`src/rtl/imem_loader.sv`:
```
// imem_loader: boot-time instruction memory loader.
//
// Consumes a byte stream of the form
//   N[15:8] N[7:0] { w[31:24] w[23:16] w[15:8] w[7:0] } x N  [checksum]
// writes each assembled word to instruction memory at consecutive word
// addresses, then releases the processor core from reset. A word count of
// zero or one larger than MAX_WORDS parks the loader in an error state with
// the core held in reset.
//
// Optional feature (compile-time macro IMEM_LOADER_CHKSUM_EN): a trailing
// checksum byte is required. The 8-bit sum of every header and payload byte
// plus the checksum byte must be 0 mod 256, otherwise the loader errors out.
//
// Ports
//   clk, rst             clock, asynchronous active-high reset
//   byte_valid/data      upstream byte stream
//   byte_ready           loader takes a byte when byte_valid && byte_ready
//   im_we/addr/wdata     instruction memory write port (one-cycle strobe)
//   cpu_rst              reset to the core, released once the image is loaded
//   load_done            image loaded, core running
//   load_err             malformed image; sticky until rst
module imem_loader #(
  parameter int MAX_WORDS = 1024
) (
  input  logic        clk,
  input  logic        rst,
  input  logic        byte_valid,
  input  logic [7:0]  byte_data,
  output logic        byte_ready,
  output logic        im_we,
  output logic [9:0]  im_addr,
  output logic [31:0] im_wdata,
  output logic        cpu_rst,
  output logic        load_done,
  output logic        load_err
);

  localparam logic [16:0] MAX_W = 17'(MAX_WORDS);

  typedef enum logic [2:0] {
    HDR_HI,
    HDR_LO,
    DATA,
`ifdef IMEM_LOADER_CHKSUM_EN
    CHK,
`endif
    RUN,
    ERR
  } state_t;

  state_t      state_q, state_d;
  logic [7:0]  hdr_hi_q, hdr_hi_d;
  logic [15:0] nwords_q, nwords_d;
  logic [15:0] widx_q, widx_d;     // index of the word being assembled
  logic [1:0]  bidx_q, bidx_d;     // byte position within that word
  logic [23:0] word_q, word_d;     // first three bytes of the current word
  logic        we_q, we_d;
  logic [9:0]  addr_q, addr_d;
  logic [31:0] wdata_q, wdata_d;
  logic        done_q, done_d;
`ifdef IMEM_LOADER_CHKSUM_EN
  logic [7:0]  sum_q, sum_d;
  logic [7:0]  sum_chk;
`endif

  logic        xfer;
  logic [15:0] n_hdr;

  // rst gates ready combinationally so it is low throughout reset and high
  // in the very first cycle after release.
  assign byte_ready = !rst && (state_q != RUN) && (state_q != ERR);
  assign xfer       = byte_valid && byte_ready;
  assign n_hdr      = {hdr_hi_q, byte_data};

  always_comb begin
    state_d  = state_q;
    hdr_hi_d = hdr_hi_q;
    nwords_d = nwords_q;
    widx_d   = widx_q;
    bidx_d   = bidx_q;
    word_d   = word_q;
    we_d     = 1'b0;
    addr_d   = addr_q;
    wdata_d  = wdata_q;
    // load_done lags RUN entry by one cycle so it rises after the last strobe
    done_d   = (state_q == RUN);
`ifdef IMEM_LOADER_CHKSUM_EN
    sum_d    = sum_q;
    sum_chk  = sum_q + byte_data;
    if (xfer && (state_q == HDR_HI || state_q == HDR_LO || state_q == DATA))
      sum_d = sum_chk;
`endif
    case (state_q)
      HDR_HI: if (xfer) begin
        hdr_hi_d = byte_data;
        state_d  = HDR_LO;
      end
      HDR_LO: if (xfer) begin
        if (n_hdr == 16'd0 || {1'b0, n_hdr} > MAX_W) begin
          state_d = ERR;
        end else begin
          nwords_d = n_hdr;
          widx_d   = 16'd0;
          bidx_d   = 2'd0;
          state_d  = DATA;
        end
      end
      DATA: if (xfer) begin
        if (bidx_q == 2'd3) begin
          we_d    = 1'b1;
          addr_d  = widx_q[9:0];
          wdata_d = {word_q, byte_data};
          widx_d  = widx_q + 16'd1;
          bidx_d  = 2'd0;
          if (widx_q == nwords_q - 16'd1) begin
`ifdef IMEM_LOADER_CHKSUM_EN
            state_d = CHK;
`else
            state_d = RUN;
`endif
          end
        end else begin
          word_d = {word_q[15:0], byte_data};
          bidx_d = bidx_q + 2'd1;
        end
      end
`ifdef IMEM_LOADER_CHKSUM_EN
      CHK: if (xfer) begin
        state_d = (sum_chk == 8'd0) ? RUN : ERR;
      end
`endif
      RUN:     state_d = RUN;
      ERR:     state_d = ERR;
      default: state_d = ERR;
    endcase
  end

  always_ff @(posedge clk or posedge rst) begin
    if (rst) begin
      state_q  <= HDR_HI;
      hdr_hi_q <= 8'd0;
      nwords_q <= 16'd0;
      widx_q   <= 16'd0;
      bidx_q   <= 2'd0;
      word_q   <= 24'd0;
      we_q     <= 1'b0;
      addr_q   <= 10'd0;
      wdata_q  <= 32'd0;
      done_q   <= 1'b0;
`ifdef IMEM_LOADER_CHKSUM_EN
      sum_q    <= 8'd0;
`endif
    end else begin
      state_q  <= state_d;
      hdr_hi_q <= hdr_hi_d;
      nwords_q <= nwords_d;
      widx_q   <= widx_d;
      bidx_q   <= bidx_d;
      word_q   <= word_d;
      we_q     <= we_d;
      addr_q   <= addr_d;
      wdata_q  <= wdata_d;
      done_q   <= done_d;
`ifdef IMEM_LOADER_CHKSUM_EN
      sum_q    <= sum_d;
`endif
    end
  end

  assign im_we     = we_q;
  assign im_addr   = addr_q;
  assign im_wdata  = wdata_q;
  assign load_done = done_q;
  assign cpu_rst   = !done_q;
  assign load_err  = (state_q == ERR);

endmodule
```
`config.mk`:
```
export PLATFORM = sky130hd
export DESIGN_NAME = imem_loader
export DESIGN_NICKNAME = d
export VERILOG_FILES = /design/src/rtl/imem_loader.sv
export SDC_FILE = /design/constraint.sdc
export NUM_CORES = 1
export LEC_CHECK = 0
export ABC_CLOCK_PERIOD_IN_PS = 5000
export CAP_MARGIN = 40
export CORE_MARGIN = 2
export CORE_UTILIZATION = 56
export DETAILED_ROUTE_END_ITERATION = 6
export GPL_TIMING_DRIVEN = 0
export PLACE_DENSITY = 0.82
export RECOVER_POWER = 100
export SLEW_MARGIN = 15
export SYNTH_ARGS = -nofsm -noshare
export SYNTH_HDL_FRONTEND = slang
export SYNTH_SLANG_ARGS = --single-unit
```
`constraint.sdc`:
```
create_clock -name clk -period 5 [get_ports clk]
set_clock_uncertainty 0.2 [all_clocks]
set_input_delay 0.75 -clock clk [delete_from_list [all_inputs] [get_ports clk]]
set_output_delay 0.75 -clock clk [all_outputs]
set_load 0.02 [all_outputs]
```
==> results of run 1 <==
[worst min-delay path: stages (launching register included)]
cell	delay, ns
dfrtp_1	0.33
nand2_1	0.05
nand2_1	0.06
[path summary, 6_finish.rpt]
kind / from / slack [ns] / cells after the start / end
worst max-delay path: byte_data[1] / 1.34 / 8 / widx_q[8]
worst min-delay path: im_wdata[27] / 0.27 / 2 / im_wdata[27]
worst max register to register: hdr_hi_q[0] / 1.82 / 7 / widx_q[8]
worst min register to register: im_wdata[27] / 0.27 / 2 / im_wdata[27]
max in group asynchronous: rst / 2.48 / 3 / nwords_q[7]
min in group asynchronous: rst / 1.08 / 2 / word_q[14]
[final cells by class]
cell class / count / area share, %
flip-flops and latches: 113 / 43.5
multi-input cells: 365 / 34.1
repair buffers: 59 / 9.29
clock buffers: 18 / 6.59
clock inverters: 14 / 2.23
well taps: 111 / 2.14
plain buffers: 25 / 1.44
inverters: 11 / 0.655
[layout by cell type, fill, tap and decap left out, drive strengths merged, types with 11 or more instances in the layout]
cell and count:
nor2 25, nand3 13, inv 18, o21ai 13
nand2 138, xnor2 11, clkbuf 44, mux2 39
dfrtp 113, xor2 18, dlygate4sd3 49
[routing by layer]
metal	GRT usage [%]	up-vias
met5	0	-
met3	5.78	30
met4	11.6	0
met1	34.9	2067
met2	44.5	190
li1	-	1935
[power by group]
group	total, mW	leakage [nW]	internal (mW)	switching [mW]
registers	1.05	1.52	0.979	0.0659
clock network	1.17	0.279	0.691	0.482
logic	0.269	1.46	0.120	0.149
total	2.49	3.26	1.79	0.697
[kinds of logic after synthesis]
| kind of cell | count (synthesis) | synth area share (%) |
|---|---|---|
| multiplexers | 40 | 8.63 |
| AO/OA/AOI/OAI | 58 | 8.08 |
| adder cells (fa/ha/maj) | 3 | 0.721 |
| AND/OR/NAND/NOR | 235 | 20.6 |
| XOR/XNOR | 29 | 4.88 |
| buffers and inverters | 36 | 2.74 |
| flip-flops | 113 | 54.3 |
[state kept, by name (all words and copies together) (netlist names)]
register   cells
im_we          1
im_addr       10
hdr_hi_q       8
word_q        24
widx_q        16
bidx_q         2
state_q        3
im_wdata      32
nwords_q      16
load_done      1
[stage by stage]
stage          TNS [ns]  hold slack, ns  utilization, %  cell area (um^2)  std cells
6_report              0           0.268            71.3              6490        716
5_1_grt               0           0.290            71.3              6490        716
4_1_cts               0           0.279            71.6              6520        715
3_5_place_dp          0           0.258            65.3              5950        683
3_3_place_gp     -52.69           0.256            64.9              5910        682
2_1_floorplan         0           0.235               -              5200        514
==> metrics.md, run 1 <==
| Metric | Value |
|---|---|
| Outcome | `finished with violations` |
| Failing checks | `capacitance limit, slew limit` |
| Most Frequent Cell on Critical Path | `or4_1` |
| Via-per-instance ratio | `5.90` |
| Rel. slew slack | `-36.1%` |
| Minimum clock period | `3.66 ns` |
| Syn nets | `528` |
| Top cells by count, synth | `nand2_1, dfrtp_1, mux2_2, nor2_1` |
| Global-route wire length before repair | `20900 um` |
| Min-Delay Path Class | `reg -> reg` |
| Die area | `10100 um^2` |
| Asr flop ratio synth | `100%` |
| Die width | `100 um` |
| Metal3 WL | `857 um` |
| DRC | `0` |
| Required time worst endpoint | `5.18 ns` |
| Initial antenna violation count | `0` |
| Fillers | `619` |
| CTS buffer count | `17` |
| CTS Root Cell | `clkbuf_8` |
| FP Rows | `35` |
| DRT antenna net count | `0` |
| Routed vias | `4222` |
| LEAKAGE | `3.26 nW` |
| Count leader, synth | `nand2_1` |
| Peak VDD IR | `0.000232 V` |
| DR top layer | `met4` |
| Routed metal-1 wirelength | `5330 um` |
| RePlAce Congestion | `1.03` |
| Max stage delay cell, worst path | `dlygate4sd3_1` |
| Setup Buffers After CTS | `0` |
| Met2 WL | `6370 um` |
| Setup Viol. Count Final | `0` |
| Max-slew violations | `44` |
| CORE AREA | `9110 um^2` |
| Slew at the pin closest to its max-slew limit | `2.03 ns` |
| Hold Buf Count CTS | `0` |
| Share of the synthesized area in the top cell type | `54.3%` |
| # nets final | `606` |
| Yosys warning count | `0` |
| TritonCTS clock tree | `built` |
| Delay-heaviest family, CP | `simple AND/OR/NAND/NOR gates` |
| Crit path kind | `in -> reg` |
| H-tree levels | `4` |
| Fraction of layout cells with a size suffix above 1 | `12.7%` |
| FF+latch area | `2830 um^2` |
| Sink Count | `113` |
| Overall Power | `2.49 mW` |
| RSZ-0062 raised after global routing | `false` |
| GRT Overall Usage | `27.1%` |
| Worst path arrival time | `3.84 ns` |
| Synth-to-Final Area Change | `24.8%` |
| First-pass iteration count of the detailed router | `5` |
| I/O pin count | `58` |
| Max Fclk | `273 MHz` |
| Die span in y | `100 um` |
| Synth area leader | `dfrtp_1` |
| Clock slew at reported path FFs | `0.07 ns` |
| Final hold viol count | `0` |
| Hpwl dp | `8480 um` |
| GRT overflow | `0` |
| Synth area leaders | `dfrtp_1, nand2_1, mux2_2` |
| Main synth FF type | `dfrtp_1` |
| CP endpoint kind | `flip-flop` |
| Pwr Density | `383 nW/um^2` |
| Post-Synthesis Cells | `514` |
| Fin crit share | `73.3%` |
| Dpl ws | `1.15 ns` |
| Input/output buffers | `57` |
| Post-CTS Resized | `0` |
| Crit path max fanout | `10` |
| Area of the multi-input gates | `2220 um^2` |
| Synthesized area per cell | `10.1 um^2` |
| Detailed Route Iter0 Violations | `272` |
| Slowest cell delay on critical path | `0.64 ns` |
| Synth Cell Area | `5200 um^2` |
| Final setup margin | `1.34 ns` |
| Post-synthesis sequential area ratio | `54.3%` |
| Post-synth EDFFs | `0` |
| Critical path buffers and inverters | `2` |
| Initial Utilization | `57.1%` |
| Startpoint Class | `input pin` |
| Worst skew pair latency | `0.52 ns` |
| Register bit total from synthesis | `113` |
| Cell variety after synth | `52` |
| Largest net degree at the start of global routing | `71` |
| Longest Clk Path Bufs | `2` |
| Maxcap violations | `1` |
| CP Cell Sequence | `dlygate4sd3_1, or4_1, or4_1, a21oi_1, clkbuf_1, o211ai_1, xnor2_1, nor2_1` |
| Routed wire length | `12800 um` |
| WL/cell | `17.9 um` |
| Antenna Cells | `0` |
| Vias in the first global route | `4229` |
Note: power is estimated with default switching activity, not from simulation.
==> run 2, diff against run 1 <==
- ABC_CLOCK_PERIOD_IN_PS: 5000 -> 3360
- CORE_UTILIZATION: 56 -> 51
- PLACE_DENSITY: 0.82 -> 0.79
- clock period: 5 -> 3.36 ns (I/O delays scaled with it)
==> run 2 against run 1 <==
The run now ends clean. Routed wire length shrank 2.9%. Critical path depth shrank 1. Utilization shrank 4.8 points. Total power grew 49%. Largest power group unchanged. Setup slack lost 1.3 ns. Cell count grew 3.4%. Highest routed layer unchanged. Sequential power grew 48%.
==> metrics.md, run 2 (synthesis results as in run 1) <==
| Metric | Value |
|---|---|
| Most frequent cells in the layout | `nand2_1, dfrtp_1, dlygate4sd3_1, mux2_2, nor2_1` |
| Global-route wire length before repair | `20500 um (-2.2%)` |
| Fin crit share | `97.8%` |
| Setup Viol. Count Final | `0 (unchanged)` |
| TritonCTS clock tree | `built` |
| R2R Path Start | `state_q[1]` |
| LEAKAGE | `3.28 nW (+0.54%)` |
| Via-per-instance ratio | `5.43 (-7.9%)` |
| CORE AREA | `9820 um^2 (+7.8%)` |
| Die span in y | `105 um (+4.6%)` |
| Required time worst endpoint | `3.61 ns (-1.57 ns)` |
| Antenna Cells | `0 (unchanged)` |
| Worst skew pair latency | `0.52 ns (about the same)` |
| # nets final | `608 (+0.33%)` |
| Max Fclk | `304 MHz` |
| Post-CTS Resized | `0 (unchanged)` |
| WL/cell | `16.8 um (-6.1%)` |
| Hold Buf Count CTS | `0 (unchanged)` |
| GRT Overall Usage | `24.0% (-3.1 points)` |
| Largest net degree at the start of global routing | `32 (-55%)` |
| Max-slew violations | `0 (-100%)` |
| CP endpoint kind | `flip-flop` |
| Most common cell after layout, fill and taps aside | `nand2_1` |
| Setup Buffers After CTS | `0 (unchanged)` |
| Clock slew at reported path FFs | `0.06 ns (about the same)` |
| DRC | `0 (unchanged)` |
| Rel. slew slack | `8.65% (+45 points)` |
| Input/output buffers | `57 (unchanged)` |
| Maxcap violations | `0 (-1)` |
| Net Sw Power | `988 uW (+42%)` |
| Min-Delay Path Class | `reg -> reg` |
| I/O pin count | `58 (unchanged)` |
| Total negative setup slack | `0 ns (unchanged)` |
| CTS Root Cell | `clkbuf_8` |
| Initial antenna violation count | `0 (unchanged)` |
| Sw Ratio | `26.7% (-1.3 points)` |
| Fraction of layout cells with a size suffix above 1 | `13.2% (+0.45 points)` |
| Worst-case reg-to-reg path depth | `7 (unchanged)` |
| Die area | `11000 um^2 (+9.4%)` |
| Initial Utilization | `53.0% (-4.1 points)` |
| Hpwl dp | `8810 um (+3.8%)` |
| Reg-to-reg endpoint | `word_q[3]` |
| Die width | `105 um (+4.6%)` |
| Slew at the pin closest to its max-slew limit | `1.37 ns (-0.660 ns)` |
| Layout Utilization | `66.6% (-4.8 points)` |
| Dpl cell area | `6010 um^2 (+1.1%)` |
| Max reg flops | `32 (unchanged)` |
| Max stage delay cell, worst path | `dlygate4sd3_1` |
| CTS buffer count | `17 (unchanged)` |
| H-tree levels | `4 (unchanged)` |
| Detailed Route Iter0 Violations | `223 (-18%)` |
| RSZ-0062 raised after global routing | `false` |
| DRT antenna net count | `0 (unchanged)` |
| Slowest cell delay on critical path | `0.64 ns (about the same)` |
| Minimum clock period | `3.29 ns` |
| Worst path arrival time | `3.53 ns (-0.31 ns)` |
| First-pass iteration count of the detailed router | `4 (-1)` |
| Crit path from | `byte_data[1]` |
| RePlAce Congestion | `0.901 (-12%)` |
| Routed vias | `4019 (-4.8%)` |
| Crit path kind | `in -> reg` |
| Routed wire length | `12400 um (-2.9%)` |
| GRT overflow | `0 (unchanged)` |
| Sink Count | `113 (unchanged)` |
| Overall Power | `3.71 mW (+49%)` |
| Pint | `2.72 mW (+52%)` |
| Gate power share | `10.7% (about the same)` |
| Reg-to-reg setup timing slack | `0.26 ns (-1.56 ns)` |
| Clock network power share | `47.3% (about the same)` |
| Synth-to-Final Area Change | `25.6%` |
| Vias in the first global route | `4100 (-3.1%)` |
| Setup crit end | `widx_q[9]` |
| Peak VDD IR | `0.000314 V (+35%)` |
| Crit path max fanout | `5 (-5)` |
| Final hold viol count | `0 (unchanged)` |
| Startpoint Class | `input pin` |
| FP Rows | `36 (+2.9%)` |
| Pwr Density | `567 nW/um^2 (+48%)` |
| Fin area | `6540 um^2 (+0.62%)` |
| Longest Clk Path Bufs | `2 (unchanged)` |
| Outcome | `completed` |
| Power share of the sequential group | `41.9% (about the same)` |
| CP Cell Sequence | `dlygate4sd3_1, or4_1, or4_1, a21oi_1, o211ai_1, or3_1, a21oi_1` |
[run 2: how the worst min path moves through the flow]
stage | startpoint | end | slack (ns) | cells after the start
after floorplan | word_q[16] | im_wdata[24] | 0.23 | 2
after global placement | word_q[22] | im_wdata[30] | 0.25 | 2
after detailed placement | word_q[18] | im_wdata[26] | 0.25 | 2
after CTS | word_q[21] | im_wdata[29] | 0.27 | 2
after global routing | im_wdata[26] | im_wdata[26] | 0.29 | 2
final | word_q[21] | im_wdata[29] | 0.26 | 2
[run 2: metal layers]
| layer | wire [um] | share of wire [%] | global-route usage (%) | vias to the layer above |
|---|---|---|---|---|
| met5 | 0 | 0 | 0 | - |
| met4 | 219 | 1.8 | 11.9 | 0 |
| met3 | 561 | 4.5 | 5.55 | 18 |
| met2 | 6070 | 49 | 37.8 | 95 |
| met1 | 5590 | 45 | 31.3 | 1980 |
| li1 | - | - | - | 1926 |
[run 2: final cells by class]
class,instances,area (um^2)
Inverter,11,42.5
Clock inverter,14,154
Clock buffer,18,428
Fill cell,783,3280
Tap cell,133,166
Buffer,25,101
Sequential cell,113,2830
Multi-Input combinational cell,365,2210
Timing Repair Buffer,61,604
[run 2: worst max-delay path: cells and delay by family]
kind	cells	cell delay, ns
buffers and inverters	1	0.64
AOI/OAI and AO/OA	3	0.86
and+or+nand+nor	3	1.52
[run 2: metrics by stage]
| stage | setup WS [ns] | hold slack (ns) | instances |
|---|---|---|---|
| 5_1_grt | 0.0417 | 0.292 | 740 |
| 3_5_place_dp | -0.257 | 0.253 | 708 |
| 4_1_cts | 0.224 | 0.268 | 740 |
| 2_1_floorplan | 0.681 | 0.235 | 514 |
| 6_report | 0.0732 | 0.264 | 740 |
| 3_3_place_gp | -0.171 | 0.250 | 704 |
[run 2: power groups by stage]
| stage | combinational (mW) | clock, mW | sequential, mW |
|---|---|---|---|
| 2_1_floorplan | 0.302 | 0 | 1.55 |
| 3_3_place_gp | 0.396 | 0 | 1.57 |
| 3_5_place_dp | 0.417 | 0 | 1.58 |
| 4_1_cts | 0.419 | 1.77 | 1.55 |
| 5_1_grt | 0.443 | 1.85 | 1.57 |
| 6_report | 0.397 | 1.75 | 1.55 |
==> run 3, diff against run 2 <==
- TNS_END_PERCENT: default -> 20
==> results of run 3 <==
The final DEF is identical to that of run 2; final timing and power are the same.
